==> src/rtl/rv32_pkg.sv <==
// Shared RV32 encoding types for the instruction packer.
// Format codes, base opcodes and packer FSM states.
package rv32_pkg;

    typedef enum logic [2:0] {
        FMT_R = 3'd0,
        FMT_I = 3'd1,
        FMT_S = 3'd2,
        FMT_B = 3'd3,
        FMT_U = 3'd4,
        FMT_J = 3'd5
    } fmt_e;

    localparam logic [6:0] OP_OP     = 7'h33;
    localparam logic [6:0] OP_IMM    = 7'h13;
    localparam logic [6:0] OP_STORE  = 7'h23;
    localparam logic [6:0] OP_BRANCH = 7'h63;
    localparam logic [6:0] OP_LUI    = 7'h37;
    localparam logic [6:0] OP_JAL    = 7'h6f;

    typedef enum logic [1:0] {
        ST_IDLE  = 2'd0,
        ST_RUN   = 2'd1,
        ST_DRAIN = 2'd2
    } state_e;

    typedef struct packed {
        logic [6:0]  funct7;
        logic [4:0]  rs2;
        logic [4:0]  rs1;
        logic [2:0]  funct3;
        logic [4:0]  rd;
        logic [6:0]  opcode;
        logic [31:0] imm;
    } fields_t;

endpackage

==> src/rtl/ins_encoder.sv <==
// Combinational RV32 field packer.
// Branch/jump targets must be halfword aligned.
module ins_encoder
    import rv32_pkg::*;
(
    input  logic [2:0]  fmt,
    input  fields_t     f,
    output logic [31:0] word,
    output logic        illegal
);

    always_comb begin
        word    = '0;
        illegal = 1'b0;
        unique case (fmt)
            FMT_R: word = {f.funct7, f.rs2, f.rs1, f.funct3,
                           f.rd, f.opcode};
            FMT_I: word = {f.imm[11:0], f.rs1, f.funct3,
                           f.rd, f.opcode};
            FMT_S: word = {f.imm[11:5], f.rs2, f.rs1, f.funct3,
                           f.imm[4:0], f.opcode};
            FMT_B: begin
                word = {f.imm[12], f.imm[10:5], f.rs2, f.rs1,
                        f.funct3, f.imm[4:1], f.imm[11], f.opcode};
                illegal = f.imm[0];
            end
            FMT_U: word = {f.imm[31:12], f.rd, f.opcode};
            FMT_J: begin
                word = {f.imm[20], f.imm[10:1], f.imm[11],
                        f.imm[19:12], f.rd, f.opcode};
                illegal = f.imm[0];
            end
            default: illegal = 1'b1;
        endcase
    end

endmodule

==> src/rtl/insn_packer.sv <==
// Streams field tuples into packed RV32 words at
// consecutive word addresses, one word per cycle.
module insn_packer
    import rv32_pkg::*;
#(
    parameter int CNT_W = 16
) (
    input  logic             clk,
    input  logic             rst_n,
    input  logic             start,
    input  logic [31:0]      base_addr,
    input  logic [CNT_W-1:0] len,
    input  logic             in_valid,
    output logic             in_ready,
    input  logic [2:0]       fmt,
    input  logic [6:0]       opcode,
    input  logic [4:0]       rd,
    input  logic [2:0]       funct3,
    input  logic [4:0]       rs1,
    input  logic [4:0]       rs2,
    input  logic [6:0]       funct7,
    input  logic [31:0]      imm,
    output logic             out_valid,
    input  logic             out_ready,
    output logic [31:0]      ins_o,
    output logic [31:0]      addr_o,
    output logic             done,
    output logic             err,
    output logic [CNT_W-1:0] emitted
);

    state_e           state_q, state_d;
    logic [31:0]      addr_q;
    logic [CNT_W-1:0] rem_q;
    fields_t          f;
    logic [31:0]      word;
    logic             illegal;
    logic             acc, acc_ok, out_hs, load;

    assign f = '{funct7: funct7, rs2: rs2, rs1: rs1,
                 funct3: funct3, rd: rd, opcode: opcode,
                 imm: imm};

    ins_encoder u_enc (
        .fmt     (fmt),
        .f       (f),
        .word    (word),
        .illegal (illegal)
    );

    assign acc    = in_valid & in_ready;
    assign acc_ok = acc & ~illegal;
    assign out_hs = out_valid & out_ready;
    assign load   = (state_q == ST_IDLE) & start;

    always_ff @(posedge clk or negedge rst_n) begin
        if (!rst_n) state_q <= ST_IDLE;
        else        state_q <= state_d;
    end

    always_comb begin
        state_d = state_q;
        unique case (state_q)
            ST_IDLE:  if (start && len != '0) state_d = ST_RUN;
            ST_RUN:   if (acc_ok && rem_q == CNT_W'(1))
                          state_d = ST_DRAIN;
            ST_DRAIN: if (!out_valid || out_ready)
                          state_d = ST_IDLE;
            default:  state_d = ST_IDLE;
        endcase
    end

    always_comb begin
        in_ready = (state_q == ST_RUN) && (rem_q != '0) &&
                   (!out_valid || out_ready);
    end

    always_ff @(posedge clk or negedge rst_n) begin
        if (!rst_n) begin
            addr_q  <= '0;
            rem_q   <= '0;
            emitted <= '0;
            err     <= 1'b0;
            done    <= 1'b0;
        end else begin
            done <= (load && len == '0) ||
                    (state_q == ST_DRAIN &&
                     (!out_valid || out_ready));
            if (load) begin
                addr_q  <= base_addr & 32'hffff_fffc;
                rem_q   <= len;
                emitted <= '0;
                err     <= 1'b0;
            end else begin
                if (out_hs) begin
                    addr_q  <= addr_q + 32'd4;
                    emitted <= emitted + CNT_W'(1);
                end
                if (acc_ok)          rem_q <= rem_q - CNT_W'(1);
                if (acc && illegal)  err   <= 1'b1;
            end
        end
    end

    // A word loaded while the previous one leaves takes the next slot.
    always_ff @(posedge clk or negedge rst_n) begin
        if (!rst_n) begin
            out_valid <= 1'b0;
            ins_o     <= '0;
            addr_o    <= '0;
        end else if (acc_ok) begin
            out_valid <= 1'b1;
            ins_o     <= word;
            addr_o    <= out_hs ? addr_q + 32'd4 : addr_q;
        end else if (out_hs) begin
            out_valid <= 1'b0;
        end
    end

endmodule

==> config.mk <==
export PLATFORM = sky130hd
export DESIGN_NAME = insn_packer
export DESIGN_NICKNAME = d
export VERILOG_FILES = /design/src/rtl/rv32_pkg.sv /design/src/rtl/ins_encoder.sv /design/src/rtl/insn_packer.sv
export SDC_FILE = /design/constraint.sdc
export NUM_CORES = 1
export LEC_CHECK = 0
export ABC_AREA = 1
export CORE_UTILIZATION = 35
export DETAILED_ROUTE_END_ITERATION = 10
export SLEW_MARGIN = 20
export SYNTH_ARGS = -nofsm -noshare
export SYNTH_HDL_FRONTEND = slang
export SYNTH_SLANG_ARGS = --single-unit
export TNS_END_PERCENT = 30
==> constraint.sdc <==
create_clock -name clk -period 3.5 [get_ports clk]
set_clock_uncertainty 0.1 [all_clocks]
set_input_delay 0.35 -clock clk [delete_from_list [all_inputs] [get_ports clk]]
set_output_delay 0.35 -clock clk [all_outputs]
set_load 0.03 [all_outputs]
==> results.md, run 1 <==
* Post-synth top area cell: dfrtp_1
* Slew @ Worst Pin at 0.756 ns
* Asr flop ratio synth at 1.00
* Most frequent CP cell: nand2_1
* Most frequent cell after synthesis: nand2_1
* Synth Cell Area at 0.00711 sq mm
* R2R depth at 8
* Pwr dens at 791 mW/mm^2
* Main flop type after synthesis: dfrtp_1
* Post-cts sizing count at 0
* Layout cells sized above 1 at 0.0529
* Maximum vdd ir drop at 406 uV
* Routability Congestion at 0.823
* Die Span Y at 145 um
* Max Root-Sink Buffers at 2
* Synth top area cells: dfrtp_1, nand2_1, nand3_1, inv_1, nor2_1
* Setup TNS Final at 0 ns
* Synth top area share at 0.454
* Multi-input gate area at 0.00333 sq mm
* Hold Fails Final Rpt at 0
* Grt ovf at 0
* Slew headroom at 0.496
* Fillers at 1,944
* Crit. Startpoint: rem_q[0]$_DFFE_PN0P_
* Number of routed nets with antenna violations at 0
* WL met1 at 9880 um
* DRC errors left at 0
* Adder-cell share of the synthesized area at 0.00880
* CP max FO at 5
* Sequential fraction of the synthesis area at 0.454
* CP cell instances: inv_1 > ha_1 > nand2_1 > nor2_1 > nand2_1 > nand2_1 > nor2_1 > clkdlybuf4s50_1
* Post-synth EDFFs at 0
* Unique masters post-synth at 41
* Initial drt markers at 316
* CP Launch Type: flip-flop
* DP Area at 0.00935 sq mm
* I/O Buffers at 199
* Worst EP arrival at 2.27 ns
* Syn-to-layout area delta at 39.4%
* Minimum clock period at 2.72 ns
* Syn Inst Count at 998
* Slowest-stage cell, CP: clkdlybuf4s50_1
* Rows at 51
* Vias per cell at 4.64
* Worst min path class: input port to flip-flop
* RSZ-0062 raised after global routing: no
* Final Non-Filler Cells at 1,474
* Avg Cell Area, Syn at 7.12 sq um
* Die area at 0.0209 sq mm
* Compound-gate portion of the synthesized area at 0.0648
* Global Route Usage Sum at 0.207
* Final hold slack at 0.368 ns
* Multiplexer area fraction after synthesis at 0
* Cell count of the worst hold path at 3
* Die X-Extent at 145 um
* Number of CTS-inserted buffers at 17
* WP data required at 3.05 ns
* Hold Startpoint: base_addr[25]
* Worst slack, placed at 0.677 ns
* Max Cap Viol at 0
* Drt first pass iters at 5
* Met2 wire length at 9620 um
* Routed WL at 20,800 um
* WL/cell at 14.1 um
* CP Capture Type: output port
* Status: complete, no violations
* # diodes at 0
* CTS sink cnt at 129
* Largest stage delay on the critical path at 0.72 ns
* HPWL after DPL at 14,700 um
* Clock slew at reported path FFs at 0.06 ns
* Leakage at 4.86 nW
* Yosys warns at 0
* FF-to-FF Start: addr_q[2]$_DFF_PN0_
* Cells after DPL at 1,441
* Setup Viol. Count Final at 0
* Starting density of the core at 0.361
* Root Driver: clkbuf_16
* Highest Clock Rate at 368 MHz
* Clk Latency, worst-skew pair at 0.42 ns
* Final Cell Area at 0.00991 sq mm
* Largest net degree at the start of global routing at 79
* Seq cells post-synth at 129
* Synth top cells by count: nand2_1, dfrtp_1, inv_1
* Vias in the first global route at 6,542
* Initial antenna violation count at 0
* Fin nets at 1,321
* Vias at 6,838
* I/O pin total at 204
* Top layer in use: met4
* Core Area at 0.0197 sq mm
* Seq. cell area at 0.00323 sq mm
* Final WS setup at 0.784 ns
* Largest family of logic cells by synthesized area: simple AND/OR/NAND/NOR gates
* Fin crit share at 0.776
* Met3 wire length at 1110 um
* CTS H-tree lvls at 4
* First-pass GRT wire length at 33,300 um
* Post-Synth Simple-Gate Area at 0.367
* Post-Synth XOR/XNOR Area at 0.0259
* CP Class: flip-flop to output port
* CTS tree: yes
* Slew Viols, Final at 0
==> final cells by class <==
cell class	instances	area share
clock inverters	13	0.0115
flip-flops and latches	129	0.326
repair buffers	212	0.214
inverters	93	0.0355
well taps	265	0.0334
multi-input cells	743	0.336
clock buffers	19	0.0447
==> per-layer routing <==
layer,global-route usage,vias to the layer above
met5,0,-
met4,0.0548,0
met3,0.0391,13
met2,0.342,170
met1,0.276,3140
li1,-,3515
==> what timing repair did <==
item | 4_1_cts | 5_1_grt
hold buffers | 1 | 0
buffers inserted | 0 | 0
endpoints found under the hold margin | 77 | 0
setup endpoints to repair | 0 | 0
==> final timing paths <==
check                                          end  slack (ns)
setup / recovery                          in_ready        0.78
hold / removal                addr_q[25]$_DFF_PN0_        0.37
setup reg to reg              addr_q[30]$_DFF_PN0_        1.32
hold reg to reg              addr_o[6]$_DFFE_PN0P_        0.37
max in group asynchronous    ins_o[30]$_DFFE_PN0P_        2.08
min in group asynchronous  emitted[12]$_DFFE_PN0P_        0.44
==> layout by cell type (no fill, tap or decap), drive strengths merged <==
cell	instances
nand2	449
clkdlybuf4s50	198
dfrtp	129
inv	93
nor2	83
nand3	70
o21ai	51
clkbuf	19
nand4	15
a21oi	14
xnor2	14
buf	13
nor3	10
xor2	7
clkinv	7
o2bb2ai	5
nor4	5
ha	5
clkinvlp	5
o21bai	3
a31oi	2
conb	2
or2	2
and2	1
a31o	1
nand3b	1
o21a	1
a221oi	1
o221ai	1
bufinv	1
dlygate4sd3	1
==> sequential cells by signal (all words and copies together), names as in the netlist <==
register	cells
addr_o	30
addr_q	30
done	1
emitted	16
err	1
ins_o	32
out_valid	1
rem_q	16
state_q	2
==> cell families after synthesis <==
logic type / Yosys count
buf+inv: 127
flops: 129
fa+ha+maj: 5
compound gates: 79
simple gates: 636
other cells: 1
xor+xnor: 21
==> worst max-delay path, delay by kind of cell, from the launching register on <==
kind | cells | cell delay [ns]
flops | 1 | 0.41
fa+ha+maj | 1 | 0.20
buf+inv | 2 | 0.82
simple gates | 5 | 0.43
==> metrics by stage <==
step / power [mW] / util
final: 7.84 / 0.503
after global routing: 8.45 / 0.503
after CTS: 7.92 / 0.503
after detailed placement: 6.18 / 0.474
after global placement: 6.14 / 0.474
after floorplan: 4.81 / -
==> report_power, final <==
group / switching (mW) / leakage [nW] / internal (mW)
sequential: 0.472 / 1.64 / 2.10
combinational: 2.19 / 2.96 / 1.38
clock: 0.703 / 0.261 / 0.994
total: 3.36 / 4.86 / 4.48
No activity file was read; power rests on OpenSTA's default activity.
==> inputs of run 2 (changes only) <==
==> constraint.sdc (replaced) <==
create_clock -name clk -period 2.2 [get_ports clk]
set_clock_uncertainty 0.1 [all_clocks]
set_input_delay 0.22 -clock clk [delete_from_list [all_inputs] [get_ports clk]]
set_output_delay 0.22 -clock clk [all_outputs]
set_load 0.03 [all_outputs]
==> run 2 against run 1 <==
- cell count grew 1.3%
- die area is the same
- power grew 62%
- critical endpoint unchanged
==> results.md, run 2 (synthesis gave the netlist of run 1 again) <==
* Net switching power at 5.31 mW (+58%)
* Highest Clock Rate at 501 MHz
* Rows at 51 (unchanged)
* Hold Fails Final Rpt at 0 (unchanged)
* Net Sw Frac at 0.417 (-0.0120)
* Leakage at 5.01 nW (+3.0%)
* CTS H-tree lvls at 4 (unchanged)
* CP Launch Type: flip-flop
* Initial drt markers at 350 (+11%)
* Power Internal at 7.42 mW (+66%)
* Slew headroom at 0.635 (+0.139)
* Worst slack, placed at 0.0583 ns (-0.619 ns)
* # diodes at 0 (unchanged)
* CTS sink cnt at 129 (unchanged)
* Worst min path class: input port to async pin
* CP max FO at 4 (-1)
* Number of CTS-inserted buffers at 17 (unchanged)
* Slew Viols, Final at 0 (unchanged)
* CP Class: flip-flop to output port
* Max Root-Sink Buffers at 2 (unchanged)
* Die X-Extent at 145 um (unchanged)
* DRC errors left at 0 (unchanged)
* Largest net degree at the start of global routing at 54 (-32%)
* Clock power share at 0.221 (+0.005)
* Worst EP arrival at 1.68 ns (-0.59 ns)
* Routed WL at 20,600 um (-0.83%)
* Fin crit share at 0.907
* Layout Utilization at 0.516 (+0.0131)
* Syn-to-layout area delta at 43.0%
* WP data required at 1.88 ns (-1.17 ns)
* Die area at 0.0209 sq mm (unchanged)
* Setup Buffers After CTS at 0 (unchanged)
* DP Area at 0.00958 sq mm (+2.5%)
* Status: complete, no violations
* Vias per cell at 4.67 (+0.62%)
* Global Route Usage Sum at 0.209 (+0.00252)
* Vias at 6,969 (+1.9%)
* Slew @ Worst Pin at 0.548 ns (-0.209 ns)
* First-pass GRT wire length at 33,500 um (+0.56%)
* Grt ovf at 0 (unchanged)
* Most common cell after layout, fill and taps aside: nand2_1
* Clk Latency, worst-skew pair at 0.42 ns (about the same)
* RSZ-0062 raised after global routing: no
* Max reg flops at 32 (unchanged)
* Initial antenna violation count at 0 (unchanged)
* WL/cell at 13.8 um (-2.1%)
* Max Cap Viol at 0 (unchanged)
* Setup TNS Final at 0 ns (unchanged)
* Setup Viol. Count Final at 0 (unchanged)
* Biggest regs: ins_o: 32 flops, addr_o: 30 flops, addr_q: 30 flops
* Vias in the first global route at 6,621 (+1.2%)
* Drt first pass iters at 5 (unchanged)
* Final WS setup at 0.205 ns (-0.579 ns)
* I/O Buffers at 199 (unchanged)
* R2R depth at 11 (+3)
* Layout cells sized above 1 at 0.0676 (+0.0147)
* Core Area at 0.0197 sq mm (unchanged)
* Final Cell Area at 0.0102 sq mm (+2.6%)
* Reg-to-reg slack, setup at 0.26 ns (-1.06 ns)
* Clock slew at reported path FFs at 0.06 ns (about the same)
* Fin nets at 1,341 (+1.5%)
* Top reg by flops: ins_o
* HPWL after DPL at 15,000 um (+1.8%)
* Root Driver: clkbuf_16
* Die Span Y at 145 um (unchanged)
* I/O pin total at 204 (unchanged)
* Most frequent cells in the layout: nand2_1, clkdlybuf4s50_1, dfrtp_1, inv_1, nor2_1
* CTS tree: yes
* Starting density of the core at 0.361 (unchanged)
* Comb pwr share at 0.459 (+0.003)
* CP Capture Type: output port
* Number of routed nets with antenna violations at 0 (unchanged)
* Minimum clock period at 2.00 ns
* Seq pwr share at 0.320 (-0.008)
* Maximum vdd ir drop at 634 uV (+56%)
* Pwr dens at 1250 mW/mm^2 (+58%)
* Routability Congestion at 0.841 (+2.2%)
[run 2: cell count changes in the layout (fill, tap and decap cells not counted), moves of 2 or more]
cell / delta
buf_4: +13
buf_12: +7
clkinvlp_4: -3
clkbuf_8: +2
[run 2: power by group through the flow]
stage | combinational [mW] | sequential (mW) | clock, mW
floorplan | 2.57 | 5.09 | 0
global placement | 5.84 | 4.09 | 0
detailed placement | 5.90 | 4.10 | 0
CTS | 5.92 | 4.07 | 2.90
global route | 6.52 | 4.22 | 3.01
finish | 5.84 | 4.07 | 2.82
[run 2: cell type report]
cell class                 count  area (sq um)
fill                        1947          9550
multi-input combinational    743          3330
sequential                   129          3230
timing repair buffer         232          2350
clock buffer                  22           474
inverter                      93           352
tap                          265           332
clock inverter                 9           108
[run 2: critical path, stage by stage (launching register included)]
cell and delay, ns:
dfrtp_1 0.41, nor2_1 0.26, nand2_1 0.09, nor2_1 0.10, nand2_1 0.08, nand2_1 0.06, nor2_1 0.05, clkbuf_2 0.20
[run 2: what timing repair did]
| action | in CTS | in global routing |
|---|---|---|
| hold endpoints to repair | 51 | 0 |
| hold buffers | 1 | 0 |
| resized for setup | 2 | 1 |
| setup endpoints to repair | 1 | 1 |
[run 2: final timing paths]
| check | endpoint | from |
|---|---|---|
| max reg2reg | ins_o[7]$_DFFE_PN0P_ | rem_q[2]$_DFFE_PN0P_ |
| min in group clk | addr_q[22]$_DFF_PN0_ | base_addr[22] |
| min | emitted[12]$_DFFE_PN0P_ | rst_n |
| min reg2reg | ins_o[14]$_DFFE_PN0P_ | ins_o[14]$_DFFE_PN0P_ |
| max | in_ready | rem_q[2]$_DFFE_PN0P_ |
| max in group asynchronous | ins_o[4]$_DFFE_PN0P_ | rst_n |
[run 2: layer usage]
layer	global-route usage	vias to the layer above	wire (um)
li1	-	3571	-
met4	0.0681	0	346
met3	0.0464	17	1070
met5	0	-	0
met1	0.279	3195	9900
met2	0.335	186	9330
[run 2: stage by stage]
stage	total power, mW	instances	hold slack, ns
final	12.7	1493	0.225
after global routing	13.8	1493	0.236
after CTS	12.9	1493	0.234
after detailed placement	10.0	1461	0.124
after global placement	9.92	1461	0.125
after floorplan	7.66	999	-0.176
